<file path="src/rtl/mc_sequencer.sv">
// Multicycle control sequencer: drives datapath selects/enables per state.
// Optional MC_SEQ_IRQ_EN adds interrupt entry via IRQ_SAVE and IRQ_VEC.
module mc_sequencer #(
    parameter int WAIT_CYCLES = 8388607,
    parameter int WAIT_W      = 24,
    parameter int MEM_TIMEOUT = 15
) (
    input  logic       clk,
    input  logic       reset,
    input  logic [3:0] op,
    input  logic [3:0] op_ext,
    input  logic       branch_taken,
    input  logic       mem_ready,
    input  logic       irq,
    output logic [1:0] wd_s,
    output logic [1:0] alua_s,
    output logic [1:0] alub_s,
    output logic [1:0] mem_s,
    output logic       mem_data_s,
    output logic       pc_s,
    output logic       pc_en,
    output logic       reg_wr_en,
    output logic       instr_en,
    output logic       alu_out_en,
    output logic       mem_reg_en,
    output logic       mem_wr,
    output logic       se_sign,
    output logic       psr_en,
    output logic       mem_req,
    output logic       fault,
    output logic       irq_ack,
    output logic       epc_en,
    output logic       vec_s,
    output logic [4:0] state_o
);

    localparam int ST_W = (MEM_TIMEOUT < 1) ? 1 : $clog2(MEM_TIMEOUT + 1);

    typedef enum logic [4:0] {
        S_FETCH      = 5'd0,
        S_DECODE     = 5'd1,
        S_RTYPE_EX   = 5'd2,
        S_ITYPE_EX   = 5'd3,
        S_WRITE      = 5'd4,
        S_LB_MEM     = 5'd5,
        S_LB_LOAD    = 5'd6,
        S_SB_MEM_R   = 5'd7,
        S_SB_MEM_I   = 5'd8,
        S_CALC_DISP  = 5'd9,
        S_JUMP       = 5'd10,
        S_CALC_RLINK = 5'd11,
        S_WR_RLINK_J = 5'd12,
        S_PC_UP      = 5'd13,
        S_WAIT       = 5'd14,
        S_FAULT      = 5'd15,
        S_IRQ_SAVE   = 5'd16,
        S_IRQ_VEC    = 5'd17
    } state_t;

    state_t            r_state;
    state_t            w_next;
    logic [WAIT_W-1:0] r_wait;
    logic [ST_W-1:0]   r_stall;
    logic [ST_W-1:0]   w_stall_inc;
    logic              w_mem_req;
    logic              w_instr_en;
    logic              w_stall;
    logic              w_timeout;
    logic              w_wait_done;

`ifndef MC_SEQ_IRQ_EN
    logic w_unused_irq;
    assign w_unused_irq = irq;
`endif

    // A stalled cycle is a pending access without mem_ready; the timeout
    // fires on the cycle that is the MEM_TIMEOUT-th consecutive stall.
    assign w_stall     = w_mem_req & ~mem_ready;
    assign w_stall_inc = r_stall + ST_W'(1);
    assign w_timeout   = (MEM_TIMEOUT != 0) && w_stall &&
                         (w_stall_inc == ST_W'(MEM_TIMEOUT));
    assign w_wait_done = (r_wait == WAIT_W'(WAIT_CYCLES - 1));
    assign state_o     = r_state;
    assign mem_req     = w_mem_req & ~reset;
    assign instr_en    = w_instr_en & ~reset;

    // State register
    always_ff @(posedge clk or posedge reset) begin
        if (reset) begin
            r_state <= S_FETCH;
        end else begin
            r_state <= w_next;
        end
    end

    // WAIT counter: runs only while in WAIT, cleared everywhere else
    always_ff @(posedge clk or posedge reset) begin
        if (reset) begin
            r_wait <= '0;
        end else if (r_state == S_WAIT) begin
            r_wait <= r_wait + WAIT_W'(1);
        end else begin
            r_wait <= '0;
        end
    end

    // Stall counter: consecutive memory cycles without mem_ready (saturating)
    always_ff @(posedge clk or posedge reset) begin
        if (reset) begin
            r_stall <= '0;
        end else if (w_stall) begin
            if (r_stall != '1) begin
                r_stall <= w_stall_inc;
            end
        end else begin
            r_stall <= '0;
        end
    end

    // Next-state decode
    always_comb begin
        w_next = r_state;
        unique case (r_state)
            S_FETCH:      if (mem_ready) w_next = S_DECODE;
            S_DECODE: begin
                if (op == 4'b0100) begin
                    if (op_ext == 4'b0100)      w_next = S_SB_MEM_R;
                    else if (op_ext == 4'b0000) w_next = S_LB_MEM;
                    else if (op_ext == 4'b1100)
                        w_next = branch_taken ? S_JUMP : S_PC_UP;
                    else if (op_ext == 4'b1000) w_next = S_CALC_RLINK;
                    else                        w_next = S_FAULT;
                end else if (op == 4'b0000) begin
                    w_next = S_RTYPE_EX;
                end else if (op == 4'b1000) begin
                    w_next = (op_ext == 4'b0100) ? S_RTYPE_EX : S_ITYPE_EX;
                end else if (op == 4'b1100) begin
                    w_next = branch_taken ? S_CALC_DISP : S_PC_UP;
                end else begin
                    w_next = S_ITYPE_EX;
                end
            end
            S_RTYPE_EX: begin
                if (op_ext == 4'b1011)      w_next = S_PC_UP;
                else if (op_ext == 4'b0000) w_next = S_WAIT;
                else                        w_next = S_WRITE;
            end
            S_ITYPE_EX: begin
                if (op == 4'b1011)      w_next = S_PC_UP;
                else if (op == 4'b0111) w_next = S_SB_MEM_I;
                else                    w_next = S_WRITE;
            end
            S_WRITE:      w_next = S_PC_UP;
            S_LB_MEM:     if (mem_ready) w_next = S_LB_LOAD;
            S_LB_LOAD:    w_next = S_PC_UP;
            S_SB_MEM_R:   if (mem_ready) w_next = S_PC_UP;
            S_SB_MEM_I:   if (mem_ready) w_next = S_PC_UP;
            S_CALC_DISP:  w_next = S_FETCH;
            S_JUMP:       w_next = S_FETCH;
            S_CALC_RLINK: w_next = S_WR_RLINK_J;
            S_WR_RLINK_J: w_next = S_FETCH;
`ifdef MC_SEQ_IRQ_EN
            S_PC_UP:      w_next = irq ? S_IRQ_SAVE : S_FETCH;
            S_IRQ_SAVE:   w_next = S_IRQ_VEC;
`else
            S_PC_UP:      w_next = S_FETCH;
            S_IRQ_SAVE:   w_next = S_FETCH;
`endif
            S_IRQ_VEC:    w_next = S_FETCH;
            S_WAIT:       if (w_wait_done) w_next = S_PC_UP;
            S_FAULT:      w_next = S_FAULT;
            default:      w_next = S_FAULT;
        endcase
        if (w_timeout) begin
            w_next = S_FAULT;
        end
    end

    // Output decode from the current state (mem_ready gates two enables)
    always_comb begin
        wd_s       = 2'b00;
        alua_s     = 2'b00;
        alub_s     = 2'b00;
        mem_s      = 2'b00;
        mem_data_s = 1'b0;
        pc_s       = 1'b0;
        pc_en      = 1'b0;
        reg_wr_en  = 1'b0;
        w_instr_en = 1'b0;
        alu_out_en = 1'b0;
        mem_reg_en = 1'b0;
        mem_wr     = 1'b0;
        se_sign    = 1'b1;
        psr_en     = 1'b0;
        w_mem_req  = 1'b0;
        fault      = 1'b0;
        irq_ack    = 1'b0;
        epc_en     = 1'b0;
        vec_s      = 1'b0;
        unique case (r_state)
            S_FETCH: begin
                mem_s      = 2'b01;
                w_mem_req  = 1'b1;
                w_instr_en = mem_ready;
            end
            S_RTYPE_EX: begin
                alu_out_en = 1'b1;
                psr_en     = 1'b1;
            end
            S_ITYPE_EX: begin
                alua_s     = 2'b10;
                alu_out_en = 1'b1;
                psr_en     = 1'b1;
                if (op == 4'b0001 || op == 4'b0010 || op == 4'b0011)
                    se_sign = 1'b0;
            end
            S_WRITE: begin
                wd_s      = 2'b11;
                reg_wr_en = 1'b1;
            end
            S_LB_MEM: begin
                wd_s       = 2'b10;
                w_mem_req  = 1'b1;
                mem_reg_en = mem_ready;
            end
            S_LB_LOAD: begin
                wd_s      = 2'b10;
                reg_wr_en = 1'b1;
            end
            S_SB_MEM_R: begin
                mem_wr    = 1'b1;
                w_mem_req = 1'b1;
            end
            S_SB_MEM_I: begin
                mem_s      = 2'b10;
                mem_wr     = 1'b1;
                mem_data_s = 1'b1;
                w_mem_req  = 1'b1;
            end
            S_CALC_DISP: begin
                alua_s = 2'b01;
                alub_s = 2'b01;
                pc_s   = 1'b1;
                pc_en  = 1'b1;
            end
            S_JUMP: pc_en = 1'b1;
            S_CALC_RLINK: begin
                alua_s     = 2'b01;
                alub_s     = 2'b10;
                alu_out_en = 1'b1;
            end
            S_WR_RLINK_J: begin
                wd_s      = 2'b11;
                reg_wr_en = 1'b1;
                pc_en     = 1'b1;
            end
            S_PC_UP: begin
                alua_s = 2'b01;
                alub_s = 2'b10;
                pc_s   = 1'b1;
                pc_en  = 1'b1;
            end
            S_FAULT: begin
                fault   = 1'b1;
                se_sign = 1'b0;
            end
`ifdef MC_SEQ_IRQ_EN
            S_IRQ_SAVE: begin
                epc_en  = 1'b1;
                irq_ack = 1'b1;
            end
            S_IRQ_VEC: begin
                vec_s = 1'b1;
                pc_en = 1'b1;
            end
`endif
            default: ;
        endcase
    end

endmodule

</file>
<file path="config.mk">
export PLATFORM = sky130hd
export DESIGN_NAME = mc_sequencer
export DESIGN_NICKNAME = d
export VERILOG_FILES = /design/src/rtl/mc_sequencer.sv
export SDC_FILE = /design/constraint.sdc
export NUM_CORES = 1
export LEC_CHECK = 0
export CORE_MARGIN = 3
export CORE_UTILIZATION = 25
export DETAILED_ROUTE_END_ITERATION = 8
export SLEW_MARGIN = 20
export SYNTH_ARGS = -nofsm -noshare
export SYNTH_HDL_FRONTEND = slang
export SYNTH_SLANG_ARGS = --single-unit
</file>
<file path="constraint.sdc">
create_clock -name clk -period 3.15 [get_ports clk]
set_clock_uncertainty 0.2 [all_clocks]
set_input_delay 0.63 -clock clk [delete_from_list [all_inputs] [get_ports clk]]
set_output_delay 0.63 -clock clk [all_outputs]
set_load 0.01 [all_outputs]
</file>
==> results of run 1 <==
==> cells by family (layout without fill, tap and decap cells) <==
group                      Yosys count  count (layout)
xor gates and xnor gates            22              22
buffers and inverters               24              56
and+or+nand+nor                    128             128
AOI/OAI and AO/OA                   40              40
adders and majority gates            4               4
DFF                                 32              32
other                                1               4
==> report_power, final <==
| group | switching (mW) | leakage [nW] | total (mW) | internal (mW) |
|---|---|---|---|---|
| logic | 0.430 | 0.566 | 0.863 | 0.433 |
| clock network | 0.142 | 0.0503 | 0.336 | 0.194 |
| registers | 0.0980 | 0.438 | 0.546 | 0.448 |
| total | 0.670 | 1.05 | 1.75 | 1.07 |
==> metrics by stage <==
step | hold slack, ps | instances | utilization | total power [mW]
after CTS | 328.3 | 391 | 0.3257 | 1.771
final | 316.2 | 391 | 0.3257 | 1.745
after global routing | 358.8 | 391 | 0.3257 | 1.876
after floorplan | 273.7 | 254 | - | 1.055
after global placement | 306.7 | 384 | 0.3141 | 1.424
after detailed placement | 319.7 | 384 | 0.3141 | 1.423
==> metal layers <==
metal | routed length, µm | vias up
met2 | 2317 | 39
met4 | 82 | 0
met1 | 2236 | 903
met3 | 189 | 5
li1 | - | 947
met5 | 0 | -
==> cells in the final DEF (no fill, tap or decap), types with 4 or more instances in the layout <==
cell type and count:
a21oi_1 10, a31oi_1 5, buf_4 7, clkbuf_8 7
clkdlybuf4s50_1 35, conb_1 4, dfrtp_1 32, ha_1 4
inv_1 7, nand2_1 17, nand2b_1 6, nand3_1 11
nand4_1 7, nor2_1 42, nor3_1 8, nor4_1 5
o21ai_0 6, xnor2_1 8, xor2_1 14
==> final cells by class <==
type | instances | area (µm²) | share of cell area
Multi-Input combinational cell | 198 | 1259 | 0.4634
Sequential cell | 32 | 800.8 | 0.2948
Timing Repair Buffer | 42 | 402.9 | 0.1483
Tap cell | 105 | 131.4 | 0.04836
Clock buffer | 7 | 96.34 | 0.03547
Inverter | 7 | 26.28 | 0.009673
==> worst max path at each step <==
stage	end	cells after the start	slack [ps]
5_1_grt	se_sign	4	20
3_3_place_gp	mem_reg_en	4	310
6_report	fault	3	180
2_1_floorplan	instr_en	2	680
3_5_place_dp	mem_reg_en	4	280
4_1_cts	fault	3	180
==> flip-flops by register name, summed over array words and instances (netlist names) <==
name / count
r_stall: 4
r_wait: 24
state_o: 4
==> worst max-delay path, cell delays in order (launching register included) <==
cell             delay [ps]
dfrtp_1                 770
nand2_1                 240
nor2_1                  260
clkdlybuf4s50_1         590
==> results_dict.tcl, run 1 <==
set metrics [dict create \
    outcome "completed" \
    maxCapViolCount 0 \
    finalCritPeriodShare 0.9428 \
    busiest_layer "met2" \
    r2r_end "state_o[0]$_DFFE_PP0P_" \
    cp-startpoint "state_o[0]$_DFFE_PP0P_" \
    synth_compound_area_frac 0.1233 \
    drt_first_pass_iters 4 \
    synth_commonest_cells "42 x nor2_1, 32 x dfrtp_1, 17 x nand2_1" \
    cp-end-kind "output pin" \
    n_antenna_cell 0 \
    place_congestion 0.7940 \
    slew_viol_final 0 \
    ff2ff_path_depth 5 \
    peakVddDrop_uv 369.2 \
    hold_path_depth 1 \
    yosys.area_share.simple 0.3378 \
    drt-vias-per-instance 4.844 \
    fmax_mhz 336.7 \
    yosysSeqAreaShare 0.3689 \
    hold_buffers 0 \
    die_x_um 99.19 \
    fin_crit_ps 2970 \
    pre_cts_slack_ps 277.7 \
    met2_usage 0.1741 \
    slew_headroom 0.5579 \
    cts_resized 0 \
    tightest_slew_ps 663.1 \
    gr-total-overflow 0 \
    min_from "r_wait[0]$_DFF_PP0_" \
    setup_tns_ps 0 \
    fin_nets 303 \
    antenna_found_initial 0 \
    area_growth_pct 25.13 \
    cts_max_level 2 \
    rows 33 \
    die_h_um 99.19 \
    arrival_ps 2140 \
    final_hold_viol_count 0 \
    vias 1894 \
    cp-start-kind "flip-flop" \
    muxShareOfSynthArea 0 \
    whs_endpoint "r_wait[0]$_DFF_PP0_" \
    clk_latency_ps 280 \
    cts_buffers 5 \
    drtIter0Drc 97 \
    yosys-top-cells-area "dfrtp_1 37%, nor2_1 7.3%, xor2_1 5.6%, xnor2_1 3.2%, nand2_1 2.9%" \
    ctsRootBufferMaster "clkbuf_8" \
    final_layout_size_suffix_gt1_frac 0.09441 \
    cts.clk_slew.worst_paths_ps 60 \
    synth_top_flop_cell "dfrtp_1" \
    ios 41 \
    dp_hpwl_um 3581 \
    use_met3 0.01823 \
    wl_per_cell_um 12.34 \
    yosys.area.top_type_share 0.3689 \
    die_area_um2 9838 \
    finalWorstSetupSlack_ps 180.2 \
    start_util 0.2603 \
    grt_max_degree 33 \
    avgSynthCellArea_um2 8.649 \
    grt_pass1_vias 1835 \
    synthArstFlopShare 1.000 \
    setup_viol 0 \
    grt_pass1_wl_um 8369 \
    criticalPathCategory "flip-flop to output pin" \
    leakagePower_nw 1.055 \
    cts_tree "built" \
    rsz0062_at_grt "false" \
    gr-usage-all-layers 0.1018 \
    yosysUniqueCellTypes 58 \
    power_density_nw_per_um2 642.4 \
    routed_wl_um 4826 \
    n_fill_cell 871 \
    syn_area_um2 2171 \
    core_um2 8341 \
    synth_most_common_cell "nor2_1" \
    cts.sink_count 32 \
    netlist_instances 251 \
    synth-xor-area-share 0.08876 \
    yosys_warnings 0 \
    io_buffers 35 \
    hold_class "flip-flop to flip-flop" \
    synth_adder_area_share 0.02305 \
    drc_errors 0 \
    synth_top_family_by_area "simple AND/OR/NAND/NOR gates" \
    placedInstanceArea_um2 2620 \
    fin_area_um2 2716 \
    yosys.area.top_type "dfrtp_1" \
    rrSetupSlack_ps 1030 \
    crit_path_max_fanout 20 \
    r2r-start "state_o[0]$_DFFE_PP0P_" \
    synth_seq_cells 32 \
    synth_edf_count 0 \
    cts_buffer_depth 2 \
    worstPathRequired_ps 2320 \
    grtUsageMet1 0.1274 \
    drtAntennaViolNets 0 \
    post_cts_buffers 0 \
]
(Power assumes the default switching activity.)
==> run 2, diff against run 1 <==
Settings changed: CTS_CLUSTER_DIAMETER set to 80, REMOVE_ABC_BUFFERS set to 1.
==> results_dict.tcl, run 2 (synthesis results as in run 1) <==
set metrics [dict create \
    outcome "completed" \
    core_um2 8341 \
    cts_tree "built" \
    setup_tns_ps 0 \
    gr-usage-all-layers 0.1062 \
    peakVddDrop_uv 332.6 \
    arrival_ps 2030 \
    pre_cts_slack_ps 278.2 \
    rsz0062_at_grt "false" \
    slew_viol_final 0 \
    routed_wl_um 4977 \
    tightest_slew_ps 603.0 \
    cts_buffers 5 \
    worstPathRequired_ps 2320 \
    hold_buffers 0 \
    finalWorstSetupSlack_ps 289.2 \
    cts_max_level 2 \
    grt_pass1_wl_um 8728 \
    fmax_mhz 349.6 \
    clk_latency_ps 280 \
    gr-total-overflow 0 \
    cts.sink_count 32 \
    cp-end-kind "output pin" \
    drtIter0Drc 60 \
    vias 1902 \
    post_cts_buffers 0 \
    io_buffers 35 \
    die_h_um 99.19 \
    criticalPathCategory "flip-flop to output pin" \
    final_hold_viol_count 0 \
    final_common_cell "nor2_1" \
    wl_per_cell_um 12.70 \
    drtAntennaViolNets 0 \
    fin_crit_ps 2861 \
    n_antenna_cell 0 \
    area_growth_pct 25.65 \
    leakagePower_nw 1.060 \
    slew_headroom 0.5980 \
    power_density_nw_per_um2 661.3 \
    fin_nets 303 \
    cts.clk_slew.worst_paths_ps 70 \
    min_from "r_wait[0]$_DFF_PP0_" \
    cts_resized 0 \
    antenna_found_initial 0 \
    drt-vias-per-instance 4.852 \
    cts_buffer_depth 2 \
    cp-start-kind "flip-flop" \
    cp-startpoint "state_o[0]$_DFFE_PP0P_" \
    drc_errors 0 \
    ctsRootBufferMaster "clkbuf_8" \
    place_congestion 0.8261 \
    dp_hpwl_um 3671 \
    hold_ws_ps 310.6 \
    finalCritPeriodShare 0.9082 \
    start_util 0.2603 \
    crit_path_max_fanout 15 \
    rows 33 \
    die_x_um 99.19 \
    final_cell_mix "42 x nor2_1, 35 x clkdlybuf4s50_1, 32 x dfrtp_1, 17 x nand2_1, 14 x xor2_1" \
    registers.top_by_ff_count "r_wait" \
    ios 41 \
    grt_pass1_vias 1958 \
    hold_class "flip-flop to flip-flop" \
    grt_max_degree 33 \
    maxCapViolCount 0 \
    r2r-start "state_o[1]$_DFFE_PP0P_" \
    drt_first_pass_iters 4 \
    die_area_um2 9838 \
    final_util 0.3270 \
    largest_reg_flops 24 \
    setup_viol 0 \
    final_layout_size_suffix_gt1_frac 0.09408 \
]
## run 2: cell types whose count changed in the layout (fill, tap and decap cells not counted), sizes merged
cell | before | now
clkbuf | 7 | 6
clkinv | 0 | 1
bufinv | 0 | 1
## run 2: final cells by class
type                            count  area [µm²]
Sequential cell                    32       800.8
Tap cell                          105       131.4
Fill cell                         899        5613
Clock buffer                        6       72.57
Timing Repair Buffer               42       402.9
Multi-Input combinational cell    198        1259
Inverter                            7       26.28
Clock inverter                      2       35.03
## run 2: worst paths after layout
kind,slack (ps),end,cells after the start
min,310,r_wait[0]$_DFF_PP0_,1
max in group asynchronous,1850,r_wait[5]$_DFF_PP0_,3
min reg2reg,310,r_wait[0]$_DFF_PP0_,1
max reg2reg,860,state_o[0]$_DFFE_PP0P_,6
min in group asynchronous,610,state_o[0]$_DFFE_PP0P_,3
max,290,alua_s[1],3
## run 2: critical path, stage by stage (launching register included)
cell and delay [ps]:
dfrtp_1 680, nand2_1 210, nor2_1 260, clkdlybuf4s50_1 600
## run 2: power breakdown
part           switching [mW]  internal [mW]  leakage (nW)
Clock                   0.151          0.234        0.0552
Sequential             0.0888          0.448         0.438
Combinational           0.450          0.432         0.566
## run 2: layer usage
metal,GRT usage,up-vias,routed length (µm)
met1,0.1363,909,2398
met4,0.03151,0,55
met5,0,-,0
li1,-,947,-
met3,0.03086,8,266
met2,0.1736,38,2255
## run 2: stage by stage
stage	instances	power, mW	instance area, µm²
floorplan	237	1.001	2086
global placement	384	1.428	2620
detailed placement	384	1.431	2620
CTS	392	1.827	2728
global route	392	1.942	2728
finish	392	1.804	2728
==> run 3, diff against run 2 <==
Settings changed: CORE_UTILIZATION 25 to 50, PLACE_DENSITY set to 0.77, RECOVER_POWER set to 25.
==> results_dict.tcl, run 3 (synthesis results as in run 1) <==
set metrics [dict create \
    drt-vias-per-instance 5.709 \
    clock_power_share 0.185 \
    violations "max-capacitance violations, max-slew violations" \
    rsz0062_at_grt "false" \
    tightest_slew_ps 1760 \
    die_x_um 71.89 \
    arrival_ps 2100 \
    dp_hpwl_um 3460 \
    cp_num_cells 4 \
    criticalPathCategory "flip-flop to output pin" \
    path_buf_inv 1 \
    internal-power_mw 1.035 \
    setup_viol 0 \
    fin_nets 303 \
    final_cell_mix "42 x nor2_1, 34 x clkdlybuf4s50_1, 32 x dfrtp_1, 17 x nand2_1, 14 x xor2_1" \
    r2r_end "state_o[0]$_DFFE_PP0P_" \
    rrSetupSlack_ps 1060 \
    setup_tns_ps 0 \
    cts_buffer_depth 2 \
    cts_max_level 2 \
    vias 1924 \
    die_area_um2 5168 \
    cpPeakStageDelay_ps 530 \
    p_total_mw 1.731 \
    cts_tree "built" \
    cp_slowest_cell "clkdlybuf4s50_1" \
    registers.top_by_ff_count "r_wait" \
    finalCritPeriodShare 0.9304 \
    p_sw_frac 0.4021 \
    place_congestion 0.8621 \
    crit_path_max_fanout 12 \
    cts.sink_count 32 \
    grt_max_degree 33 \
    r2r-start "state_o[0]$_DFFE_PP0P_" \
    io_buffers 35 \
    maxCapViolCount 1 \
    final_hold_viol_count 0 \
    final_layout_size_suffix_gt1_frac 0.09408 \
    final_common_cell "nor2_1" \
    critical_path.endpoint "instr_en" \
    cp_cell_sequence "or2_1 -> nor3_1 -> and3_1 -> clkdlybuf4s50_1" \
    leakagePower_nw 1.041 \
    power_density_nw_per_um2 655.6 \
    cp-start-kind "flip-flop" \
    grt_pass1_vias 1841 \
    outcome "finished with violations" \
    fmax_mhz 341.2 \
    drtAntennaViolNets 0 \
    cp-startpoint "state_o[2]$_DFFE_PP0P_" \
    drc_errors 0 \
    cts.clk_slew.worst_paths_ps 70 \
    slew_headroom -0.1732 \
    peakVddDrop_uv 527.8 \
    wl_per_cell_um 14.12 \
    start_util 0.5312 \
    post_cts_buffers 0 \
    n_antenna_cell 0 \
    cts_resized 0 \
    slew_viol_final 33 \
    fin_crit_ps 2931 \
    ctsRootBufferMaster "clkbuf_8" \
    routed_wl_um 4757 \
    combPwrFrac 0.503 \
    gr-total-overflow 0 \
    drt_first_pass_iters 4 \
    cts_buffers 5 \
    ff2ff_path_depth 6 \
    die_h_um 71.89 \
    multi_input_area_um2 1259 \
    crit_family "simple AND/OR/NAND/NOR gates" \
    antenna_found_initial 0 \
    ios 41 \
    worstPathRequired_ps 2320 \
    n_fill_cell 355 \
    core_um2 4086 \
    rows 23 \
    hold_buffers 0 \
    clk_latency_ps 290 \
    switching_power_mw 0.6961 \
    grt_pass1_wl_um 8079 \
    hold_class "flip-flop to flip-flop" \
    pwr-share-seq 0.312 \
    largest_reg_flops 24 \
    seqCellArea_um2 800.8 \
    gr-usage-all-layers 0.1931 \
    area_growth_pct 21.61 \
    cp-end-kind "output pin" \
    drtIter0Drc 74 \
]
[run 3: cell count changes in the layout (fill, tap and decap cells not counted), sizes merged]
cell / previous run / this run
buf: 7 / 6
bufinv: 1 / 0
clkdlybuf4s50: 35 / 34
clkinvlp: 0 / 2
dlygate4sd3: 0 / 1
[run 3: worst min path at each step]
stage / from / to / cells past startpoint
floorplan: r_wait[0]$_DFF_PP0_ / r_wait[0]$_DFF_PP0_ / 1
global placement: r_wait[0]$_DFF_PP0_ / r_wait[0]$_DFF_PP0_ / 1
detailed placement: r_wait[0]$_DFF_PP0_ / r_wait[0]$_DFF_PP0_ / 1
CTS: r_wait[0]$_DFF_PP0_ / r_wait[0]$_DFF_PP0_ / 1
global route: r_wait[0]$_DFF_PP0_ / r_wait[0]$_DFF_PP0_ / 1
finish: r_wait[0]$_DFF_PP0_ / r_wait[0]$_DFF_PP0_ / 1
[run 3: stage by stage]
step / hold slack (ps) / std cells / setup WS [ps] / util / cell area [µm²]
2_1_floorplan: 273.7 / 237 / 681.7 / - / 2086
3_3_place_gp: 301.5 / 329 / 328.6 / 0.6243 / 2551
3_5_place_dp: 317.9 / 329 / 287.9 / 0.6243 / 2551
4_1_cts: 336.0 / 337 / 221.8 / 0.6470 / 2644
5_1_grt: 359.8 / 337 / 51.13 / 0.6461 / 2640
6_report: 330.2 / 337 / 219.4 / 0.6461 / 2640
[run 3: routing by layer]
layer | vias up | global-route usage | wire length [µm]
li1 | 949 | - | -
met1 | 915 | 0.2493 | 2188
met2 | 53 | 0.3184 | 2286
met3 | 7 | 0.04986 | 222
met4 | 0 | 0.06054 | 60
met5 | - | 0 | 0
[run 3: layout make-up]
class / count / area share
repair buffers: 42 / 0.1512
inverters: 7 / 0.009953
well taps: 50 / 0.02370
multi-input cells: 198 / 0.4768
flip-flops and latches: 32 / 0.3033
clock inverters: 3 / 0.009005
clock buffers: 5 / 0.02607
[run 3: power groups by stage]
stage	logic, mW	clock network [mW]	registers, mW
after floorplan	0.410	0	0.590
after global placement	0.859	0	0.548
after detailed placement	0.863	0	0.547
after CTS	0.871	0.328	0.540
after global routing	0.953	0.340	0.552
final	0.871	0.320	0.541
